--- config.mk ---
export PLATFORM = sky130hd
export DESIGN_NAME = dec_4_16_3_8_pipe
export DESIGN_NICKNAME = d
export VERILOG_FILES = /design/src/rtl/dec_4_16_3_8_pipe_pkg.sv /design/src/rtl/dec_4_16_3_8_pipe_dec_3_8.sv /design/src/rtl/dec_4_16_3_8_pipe.sv
export SDC_FILE = /design/constraint.sdc
export NUM_CORES = 1
export LEC_CHECK = 0
export BUFFER_PORTS_ARGS = -buffer_cell sky130_fd_sc_hd__buf_2
export CORE_UTILIZATION = 56
export CTS_CLUSTER_SIZE = 24
export DETAILED_ROUTE_END_ITERATION = 7
export GPL_TIMING_DRIVEN = 0
export PLACE_DENSITY_LB_ADDON = 0.2
export SKIP_CTS_REPAIR_TIMING = 1
export SYNTH_ARGS = -nofsm -noshare
export SYNTH_HDL_FRONTEND = slang
export SYNTH_SLANG_ARGS = --single-unit
--- constraint.sdc ---
create_clock -name clk -period 2.45 [get_ports clk]
set_input_delay 0.1225 -clock clk [delete_from_list [all_inputs] [get_ports clk]]
set_output_delay 0.1225 -clock clk [all_outputs]
set_load 0.01 [all_outputs]
--- src/rtl/dec_4_16_3_8_pipe_pkg.sv ---
// Shared constants, FSM encoding and stage-1 payload for the 4:16 decoder pipe.
package dec_4_16_3_8_pipe_pkg;

  localparam int unsigned CODE_W = 4;
  localparam int unsigned LINES  = 16;
  localparam int unsigned BANK_W = 8;

  typedef enum logic [1:0] {
    ST_IDLE  = 2'd0,
    ST_SCAN  = 2'd1,
    ST_DRAIN = 2'd2
  } state_e;

  // Stage-1 beat: code to decode plus its enable.
  typedef struct packed {
    logic [CODE_W-1:0] code;
    logic              en;
  } beat_t;

endpackage

--- src/rtl/dec_4_16_3_8_pipe_dec_3_8.sv ---
// 3:8 one-hot decoder bank with enable.
//   i   : 3-bit code
//   enb : bank enable; 0 forces an all-zero output
//   y   : one-hot result
module dec_3_8 (
  input  logic [2:0] i,
  input  logic       enb,
  output logic [7:0] y
);

  always_comb begin
    y = 8'h00;
    if (enb) y = 8'(8'h01 << i);
  end

endmodule

--- src/rtl/dec_4_16_3_8_pipe.sv ---
// Pipelined 4:16 one-hot decoder (two 3:8 banks) with valid/ready streams and
// a scan sequencer that walks codes 0..SCAN_LAST through the same pipeline.
//   clk, rst_n               : clock, async active-low reset
//   in_valid/in_ready        : input handshake, in_code + in_en payload
//   scan_start / scan_busy   : scan request pulse / scan in progress
//   out_valid/out_ready      : output handshake, out_y + out_code payload
module dec_4_16_3_8_pipe
  import dec_4_16_3_8_pipe_pkg::*;
#(
  parameter int unsigned SCAN_LAST = 15
) (
  input  logic              clk,
  input  logic              rst_n,
  input  logic              in_valid,
  output logic              in_ready,
  input  logic [CODE_W-1:0] in_code,
  input  logic              in_en,
  input  logic              scan_start,
  output logic              scan_busy,
  output logic              out_valid,
  input  logic              out_ready,
  output logic [LINES-1:0]  out_y,
  output logic [CODE_W-1:0] out_code
);

  localparam logic [CODE_W-1:0] LAST_CODE = CODE_W'(SCAN_LAST);

  state_e            state_q, state_d;
  logic [CODE_W-1:0] cnt_q, cnt_d;
  beat_t             s1_q, s1_d;
  logic              s1_valid_q, s1_valid_d;
  logic              out_valid_q, out_valid_d;
  logic [LINES-1:0]  out_y_q, out_y_d;
  logic [CODE_W-1:0] out_code_q, out_code_d;

  logic              s1_adv, s2_adv;
  logic [BANK_W-1:0] y_lo, y_hi;

  assign s2_adv    = ~out_valid_q | out_ready;
  assign s1_adv    = ~s1_valid_q | s2_adv;
  assign in_ready  = s1_adv & (state_q == ST_IDLE);
  assign scan_busy = (state_q != ST_IDLE);
  assign out_valid = out_valid_q;
  assign out_y     = out_y_q;
  assign out_code  = out_code_q;

  // code[3] selects which bank is enabled; the other bank stays all-zero.
  dec_3_8 u_bank_lo (
    .i   (s1_q.code[2:0]),
    .enb (s1_q.en & ~s1_q.code[3]),
    .y   (y_lo)
  );

  dec_3_8 u_bank_hi (
    .i   (s1_q.code[2:0]),
    .enb (s1_q.en & s1_q.code[3]),
    .y   (y_hi)
  );

  // Scan FSM, stage-1 source select and stage-2 capture.
  always_comb begin
    state_d     = state_q;
    cnt_d       = cnt_q;
    s1_d        = s1_q;
    s1_valid_d  = s1_valid_q;
    out_valid_d = out_valid_q;
    out_y_d     = out_y_q;
    out_code_d  = out_code_q;

    unique case (state_q)
      ST_IDLE: begin
        if (scan_start) begin
          state_d = ST_SCAN;
          cnt_d   = '0;
        end
      end
      ST_SCAN: begin
        if (s1_adv) begin
          cnt_d = cnt_q + CODE_W'(1);
          if (cnt_q == LAST_CODE) state_d = ST_DRAIN;
        end
      end
      ST_DRAIN: begin
        if (!s1_valid_q && !out_valid_q) state_d = ST_IDLE;
      end
      default: state_d = ST_IDLE;
    endcase

    // Stage 1 takes external beats in IDLE, sequencer beats in SCAN, nothing in DRAIN.
    if (s1_adv) begin
      s1_valid_d = 1'b0;
      if (state_q == ST_IDLE) begin
        s1_valid_d = in_valid;
        if (in_valid) begin
          s1_d.code = in_code;
          s1_d.en   = in_en;
        end
      end else if (state_q == ST_SCAN) begin
        s1_valid_d = 1'b1;
        s1_d.code  = cnt_q;
        s1_d.en    = 1'b1;
      end
    end

    if (s2_adv) begin
      out_valid_d = s1_valid_q;
      if (s1_valid_q) begin
        out_y_d    = {y_hi, y_lo};
        out_code_d = s1_q.code;
      end
    end
  end

  always_ff @(posedge clk or negedge rst_n) begin
    if (!rst_n) begin
      state_q     <= ST_IDLE;
      cnt_q       <= '0;
      s1_q        <= '0;
      s1_valid_q  <= 1'b0;
      out_valid_q <= 1'b0;
      out_y_q     <= '0;
      out_code_q  <= '0;
    end else begin
      state_q     <= state_d;
      cnt_q       <= cnt_d;
      s1_q        <= s1_d;
      s1_valid_q  <= s1_valid_d;
      out_valid_q <= out_valid_d;
      out_y_q     <= out_y_d;
      out_code_q  <= out_code_d;
    end
  end

endmodule

* Yosys cells after proc, flatten, opt, wreduce, memory -nomap -nowiden
Cells that the tools add are included.
** Storage, ports and cells
- Bits of input ports :: 10
- Register bits after elaboration :: 33
** Cells by class
- Bitwise gates (word level) :: 8
- Shift operators :: 1
- Eq/ne operators :: 8
- $add $sub $neg :: 1
- Mux-type cells :: 15
- Reduce and logical (&&, ||, !) cells :: 10
** Operator list (count)
- $mux 8 :: 2
- $mux 5 :: 3
- $ne 2x2->1 const B :: 5
- $mux 2 :: 4
- $mux 4 :: 2
- $pmux 4 s2 :: 1
- $shl 1x3->8 const A :: 1
- $pmux 2 s3 :: 1
- $reduce_and 3->1 :: 2
- $add 4x1->4 const B :: 1
- $eq 4x4->1 const B :: 1
- $reduce_and 4->1 :: 1
- $reduce_bool 2->1 :: 2
- $and 1x1->1 :: 3
- $not 1->1 :: 3
- $eq 2x1->1 const B :: 1
- $eq 2x2->1 const B :: 1
- $logic_not 1->1 :: 2
- $logic_not 2->1 :: 1
- $mux 1 :: 2
- $or 1x1->1 :: 2
- $reduce_and 2->1 :: 1
- $logic_and 1x1->1 :: 1

* Logic depth before layout (Yosys ltp)
Gate-level depths: netlist (run 1).
- Word-level depth :: 5
- Mapped depth :: 4
- Gate-level depth less buffers :: 4

* Modules after synthesis
From an unflattened synthesis (run 1), not the netlist that was laid out.
** Unflattened totals
- Cells, all modules :: 124
- Area, all modules :: 1656.6 um^2
** By module, submodules not included
- dec_4_16_3_8_pipe :: instances 1, cells each 108, area each 1466.4 um^2
- dec_3_8 :: instances 2, cells each 8, area each 95.1 um^2

* Worst setup path before layout (run 1)
Ideal clock, no wire load.
- Path type :: reg2reg
- Start :: register out_valid_q (netlist: out_valid)
- End :: register s1_q[1] (netlist bit)
- Data arrival time :: 1266 ps
- Cell stages (with the launch flop) :: 5
- Setup slack :: 1060 ps
- Required time :: 2325 ps
- Path through :: dfrtp_1 > and3b_1 > buf_2 > nor2_2 > mux2_2
** On the way
- Cells in the longest elaborated chain, start to end :: 4
** Ends and longest elaborated chain
- start: declaration :: RTL line dec_4_16_3_8_pipe.sv:32 : logic out_valid_q, out_valid_d;
- start signal: assignment :: RTL line dec_4_16_3_8_pipe.sv:128 : out_valid_q <= out_valid_d;
- $not 1->1 :: RTL line dec_4_16_3_8_pipe.sv:39 : assign s2_adv = ~out_valid_q | out_ready;
- $or 1x1->1 :: RTL line dec_4_16_3_8_pipe.sv:39
- $or 1x1->1 :: RTL line dec_4_16_3_8_pipe.sv:40 : assign s1_adv = ~s1_valid_q | s2_adv;
- $reduce_and 3->1 (no source line)
- end signal: assignment :: RTL line dec_4_16_3_8_pipe.sv:118 : s1_q <= '0;
- end signal: assignment :: RTL line dec_4_16_3_8_pipe.sv:126 : s1_q <= s1_d;
- end: declaration :: RTL line dec_4_16_3_8_pipe.sv:30 : beat_t s1_q, s1_d;
Every way passes these cells.
A chain may end at the register's enable or synchronous reset.

* Worst setup path after layout (run 1)
- Start :: register state_q[1]
- End :: output port in_ready
** On the way
- Cells in the longest elaborated chain, start to end :: 2
** Ends and longest elaborated chain
- start: declaration :: RTL line dec_4_16_3_8_pipe.sv:28 : state_e state_q, state_d;
- start signal: assignment :: RTL line dec_4_16_3_8_pipe.sv:124 : state_q <= state_d;
- $logic_not 2->1 :: RTL line dec_4_16_3_8_pipe.sv:41 : assign in_ready = s1_adv & (state_q == ST_IDLE);
- $and 1x1->1 :: RTL line dec_4_16_3_8_pipe.sv:41
- end: declaration :: RTL line dec_4_16_3_8_pipe.sv:15 : output logic in_ready,
Every way passes these cells.

==> results of run 1 <==
[state kept, by name, indices dropped and copies added, names as in the netlist]
signal,flops
s1_valid_q,1
out_code,4
out_valid,1
cnt_q,4
out_y,16
state_q,2
s1_q,5
[synth_stat cells, drive strengths merged]
cell	count
dfrtp	33
mux2	12
a22o	9
nand2	9
nand3	5
inv	4
nand2b	4
nor2	4
o2bb2ai	4
a32o	3
buf	3
clkbuf	3
nor2b	3
nor4b	3
o21ai	2
o21bai	2
a211o	1
a21oi	1
a31oi	1
and3	1
and3b	1
ha	1
nand3b	1
nand4b	1
nand4bb	1
nor3	1
nor4	1
o211ai	1
o22ai	1
o311ai	1
o31ai	1
or4b	1
[final cells by class]
type | instances | share of cell area
Timing Repair Buffer | 33 | 0.0969
Clock buffer | 7 | 0.0314
Inverter | 4 | 0.00855
Buffer | 6 | 0.0150
Sequential cell | 33 | 0.470
Clock inverter | 1 | 0.0171
Multi-Input combinational cell | 76 | 0.339
Tap cell | 30 | 0.0214
[layer usage]
layer | GRT usage | share of wire | up-vias
met5 | 0 | 0 | -
met4 | 0.105 | 0.017 | 0
met3 | 0.0661 | 0.065 | 9
met2 | 0.392 | 0.48 | 47
met1 | 0.338 | 0.44 | 573
li1 | - | - | 528
[power groups by stage]
stage / clock (mW) / sequential, mW / combinational [mW]
floorplan: 0 / 0.845 / 0.368
finish: 0.431 / 0.824 / 0.598
global route: 0.454 / 0.849 / 0.668
global placement: 0 / 0.819 / 0.566
CTS: 0.430 / 0.823 / 0.600
detailed placement: 0 / 0.834 / 0.595
[kinds of logic (layout without fill, tap and decap cells)]
group	count (synthesis)	count (layout)	share of synthesized area
compound gates	27	27	0.150
simple gates	36	36	0.157
flops	33	33	0.565
mux	12	12	0.0924
fa+ha+maj	1	1	0.00855
buf+inv	10	51	0.0282
[critical path, delay by kind of cell, from the launching register on]
kind / cells / cell delay (ns)
AND/OR/NAND/NOR: 2 / 0.49
buffers and inverters: 2 / 0.25
flip-flops: 1 / 0.48
[metrics by stage]
step | power, mW | instances | hold slack [ns]
floorplan | 1.21 | 119 | -0.173
global placement | 1.38 | 181 | 0.209
detailed placement | 1.43 | 181 | 0.210
CTS | 1.85 | 189 | -0.155
global route | 1.97 | 190 | 0.115
finish | 1.85 | 190 | 0.101
[how the worst max path moves through the flow]
| stage | startpoint | end | slack (ns) | depth (start not counted) |
|---|---|---|---|---|
| after floorplan | out_valid | s1_q[1] | 1.06 | 4 |
| after global placement | state_q[1] | s1_q[3] | 0.92 | 3 |
| after detailed placement | state_q[1] | s1_q[2] | 0.87 | 3 |
| after CTS | state_q[1] | in_ready | 0.78 | 4 |
| after global routing | state_q[1] | in_ready | 0.72 | 4 |
| final | state_q[1] | in_ready | 0.77 | 4 |
==> results.yml, run 1 <==
run_status:
  outcome: "finished clean"
global_routing:
  grt_max_degree: 34
  grt_pass1_vias: 1082
  grt_overflow: 0
  grt_usage: 0.255
  grt_pass1_wl_um: 4980
  antenna_found_initial: 0
critical_path:
  slowest_stage: "dfrtp_1"
  worstPathRequired_ns: 2.33
  cp_slowest_stage_delay_ns: 0.48
  regToRegSetupSlack_ns: 0.83
  cp_cell_sequence: "nor2_1, inv_1, nor2_1, buf_2"
  cp_common_cell: "nor2_1"
  worstSetupEndpointType: "output port"
  cp-start-kind: "flop"
  r2r_cells: 3
  cp_max_fo: 8
  critPathKind: "flop to output port"
  cp.arrival_ns: 1.56
  r2r_end: "s1_q[1]"
  rr_startpoint: "state_q[1]"
floorplan:
  core_area_um2: 2480
  fp.dieH_um: 53.1
  dieArea_um2: 2820
  ios: 33
  std_cell_rows: 18
  start_util: 0.590
  die_x_um: 53.1
power:
  pwr-share-comb: 0.323
  peakVddDrop_mv: 0.877
  netSwitchingFraction: 0.343
  clockPowerShare: 0.233
  p_leak_nw: 0.856
  p_seq_frac: 0.444
  p_int_mw: 1.22
  p_per_area_nw_per_um2: 1060
  p_switching_mw: 0.635
detailed_routing:
  routed_wl_um: 3100
  vias: 1157
  drc: 0
  ant_nets: 0
  first_iter_violations: 18
  post_drt_wl_per_cell_um: 16.3
  vias_per_cell: 6.09
  dr.pass1.iters: 4
finish:
  layout.nets: 170
  multi_input_area_um2: 596
  design_area_um2: 1760
  final_common_cell: "buf_2"
  synthToLayoutAreaGrowth_pct: 20.0
  register_area_um2: 826
  layout_common_cells: "buf_2 (35), dfrtp_1 (33), nand2_1 (9), a22o_1 (9), mux2_2 (8)"
  post-route-util: 0.709
  layout-drive-gt1-share: 0.338
  n_fill_cell: 188
  antenna_cells: 0
sta:
  timing.fmax_mhz: 595
  skew_ns: 0.0160
  setup_ws_ns: 0.768
  slew_viol_final: 0
  period_share: 0.686
  finalCriticalPeriod_ns: 1.68
  slew-limit-headroom: 0.528
  final.setup.tns_ns: 0
  setup_viol: 0
  rsz0062_at_grt: "false"
  worstMarginPinSlew_ns: 0.708
  hold_viol: 0
cts:
  clockBufferDepth: 2
  h-tree-depth: 2
  clock_latency_ns: 0.34
  clk_pin_slew_ns: 0.10
  cts_tree: "done"
  cts_buffers: 5
  cts-root-buf: "clkbuf_4"
  cts.sinks: 33
flow_run:
  max_cap_viol_count: 0
logic_synthesis:
  synth_top_cell_area_share: 0.565
  synth_seq_cells: 33
  synth_largest_area_cell: "dfrtp_1"
  avgSynthCellArea_um2: 12.3
  ys.warnings.count: 0
  synthCells: 119
  synth_fp_nets: 130
  synth_seq_area_share: 0.565
  synthTopCellsByArea: "dfrtp_1 (56%), mux2_2 (6.2%), a22o_1 (5.4%), mux2_1 (3.1%), o2bb2ai_1 (2.4%)"
  syn-cell-area_um2: 1460
  synthDistinctLibCells: 36
place:
  gp_congestion: 0.760
  hpwlAfterDp_um: 2220
  dp_slack_ns: 0.873
  dpl_cell_area_um2: 1660
  io_buffers: 32
hold_path:
  hold_depth: 3
  min_path_type: "primary input to flop"
  worstHoldEndpoint: "out_valid"
  hold_start: "out_ready"
Power figures use the tool's default switching activity.
==> run 2: changes to the inputs <==
--- a/config.mk
+++ b/config.mk
@@ -6,7 +6,7 @@
 export NUM_CORES = 1
 export LEC_CHECK = 0
 export BUFFER_PORTS_ARGS = -buffer_cell sky130_fd_sc_hd__buf_2
-export CORE_UTILIZATION = 56
+export CORE_UTILIZATION = 47
 export CTS_CLUSTER_SIZE = 24
 export DETAILED_ROUTE_END_ITERATION = 7
 export GPL_TIMING_DRIVEN = 0
==> constraint.sdc (replaced) <==
create_clock -name clk -period 1.4 [get_ports clk]
set_input_delay 0.07 -clock clk [delete_from_list [all_inputs] [get_ports clk]]
set_output_delay 0.07 -clock clk [all_outputs]
set_load 0.01 [all_outputs]
==> run 2 against run 1 <==
The run now ends with DRC left. Sequential cell count did not move. Final cell count is 0.53% higher. Setup slack worse by 0.75 ns. Wire length shrank 5.2%. Combinational power rose by 76%. Final area grew 1.6%. Die area increased by 18%. Critical endpoint unchanged. Highest routed layer unchanged.
==> results.yml, run 2 (same netlist as run 1, synthesis figures left out) <==
run_status:
  outcome: "finished with violations"
  violations: "DRC"
place:
  gp_congestion: 0.874
  hpwlAfterDp_um: 2060
  io_buffers: 32
  dp_slack_ns: -0.161
finish:
  layout.nets: 170
  register_area_um2: 827
  multi_input_area_um2: 649
  layout-drive-gt1-share: 0.381
  final_common_cell: "buf_2"
  antenna_cells: 0
  layout_common_cells: "buf_2 (34), dfrtp_1 (32), nand2_1 (9), a22o_1 (9), mux2_2 (7)"
  largest_reg_flops: 16
  n_fill_cell: 245
  synthToLayoutAreaGrowth_pct: 22.0
cts:
  cts_buffers: 5
  clk_pin_slew_ns: 0.09
  clockBufferDepth: 2
  cts.sinks: 33
  h-tree-depth: 2
  cts_tree: "done"
  cts-root-buf: "clkbuf_4"
  clock_latency_ns: 0.34
critical_path:
  critPathKind: "flop to output port"
  cp_cell_sequence: "and3b_2, nor2_1, buf_2"
  r2r_cells: 3
  cp_max_fo: 8
  cp-start-kind: "flop"
  rr_startpoint: "state_q[1]"
  worstSetupEndpointType: "output port"
  critPathBufInv: 1
  cp.arrival_ns: 1.31
  r2r_end: "s1_q[1]"
  cp_slowest_stage_delay_ns: 0.43
  cp-startpoint: "s1_valid_q"
  worstPathRequired_ns: 1.33
  slowest_stage: "dfrtp_1"
  regToRegSetupSlack_ns: 0.03
  path_delay_family: "flip-flops"
power:
  total_power_mw: 3.05
  peakVddDrop_mv: 1.00
  p_leak_nw: 0.873
  p_per_area_nw_per_um2: 1710
hold_path:
  min_path_type: "primary input to flop"
  hold_depth: 3
  hold_start: "in_valid"
  worstHoldEndpoint: "s1_valid_q"
sta:
  rsz0062_at_grt: "true"
  timing.fmax_mhz: 726
  finalCriticalPeriod_ns: 1.38
  final.setup.tns_ns: 0
  slew-limit-headroom: 0.522
  setup_ws_ns: 0.0222
  hold_viol: 0
  slew_viol_final: 0
  setup_viol: 0
  period_share: 0.984
  skew_ns: 0.00810
  worstMarginPinSlew_ns: 0.716
global_routing:
  grt_max_degree: 34
  antenna_found_initial: 0
  grt_usage: 0.200
  grt_pass1_wl_um: 4910
  grt_pass1_vias: 1064
  grt_overflow: 0
detailed_routing:
  drc: 3
  ant_nets: 0
  dr.pass1.iters: 6
  first_iter_violations: 59
  vias: 1127
  post_drt_wl_per_cell_um: 15.4
  vias_per_cell: 5.90
  routed_wl_um: 2940
floorplan:
  fp.dieH_um: 57.8
  ios: 33
  start_util: 0.513
  core_area_um2: 2850
  die_x_um: 57.8
  std_cell_rows: 19
  dieArea_um2: 3340
flow_run:
  max_cap_viol_count: 0
run 2: changes by cell type in the layout (fill, tap and decap cells not counted), sizes merged:
cell	previous run	this run
buf	35	36
bufinv	1	0
clkinv	0	2
clkbuf	10	8
run 2: report_power, final:
group          total (mW)  switching [mW]  internal [mW]  leakage (nW)
registers            1.49           0.276           1.22         0.419
logic                1.05           0.524          0.526         0.422
clock network       0.508           0.317          0.191        0.0320
total                3.05            1.12           1.93         0.873
run 2: cell type report:
type,instances,area share
buffer,4,0.00982
clock buffer,6,0.0231
clock inverter,2,0.00561
inverter,4,0.00842
multi-input combinational,76,0.364
sequential,33,0.464
tap,31,0.0217
timing repair buffer,35,0.104
run 2: how the worst max path moves through the flow:
stage	end	slack [ns]	cells after the start
after CTS	s1_q[2]	-0.18	3
after floorplan	s1_q[1]	0.01	4
after detailed placement	s1_q[3]	-0.16	3
final	in_ready	0.02	3
after global placement	s1_q[1]	-0.15	3
after global routing	in_ready	-0.03	3
run 2: metal layers:
| metal | GRT usage | share of wire |
|---|---|---|
| met5 | 0 | 0 |
| met4 | 0.0918 | 0.015 |
| met3 | 0.0558 | 0.066 |
| met2 | 0.309 | 0.48 |
| met1 | 0.263 | 0.44 |
run 2: through the flow:
stage | area [µm²] | hold WS [ns] | utilization | std cells
floorplan | 1460 | -0.226 | - | 119
global placement | 1660 | 0.149 | 0.582 | 182
detailed placement | 1660 | 0.162 | 0.582 | 182
CTS | 1710 | -0.211 | 0.600 | 190
global route | 1780 | 0.0496 | 0.625 | 191
finish | 1780 | 0.0297 | 0.625 | 191
run 2: worst reg2reg max path, stage by stage (launching register included):
cell and delay [ns]:
dfrtp_2 0.45, nor2_4 0.19, mux2_2 0.37, mux2_2 0.26
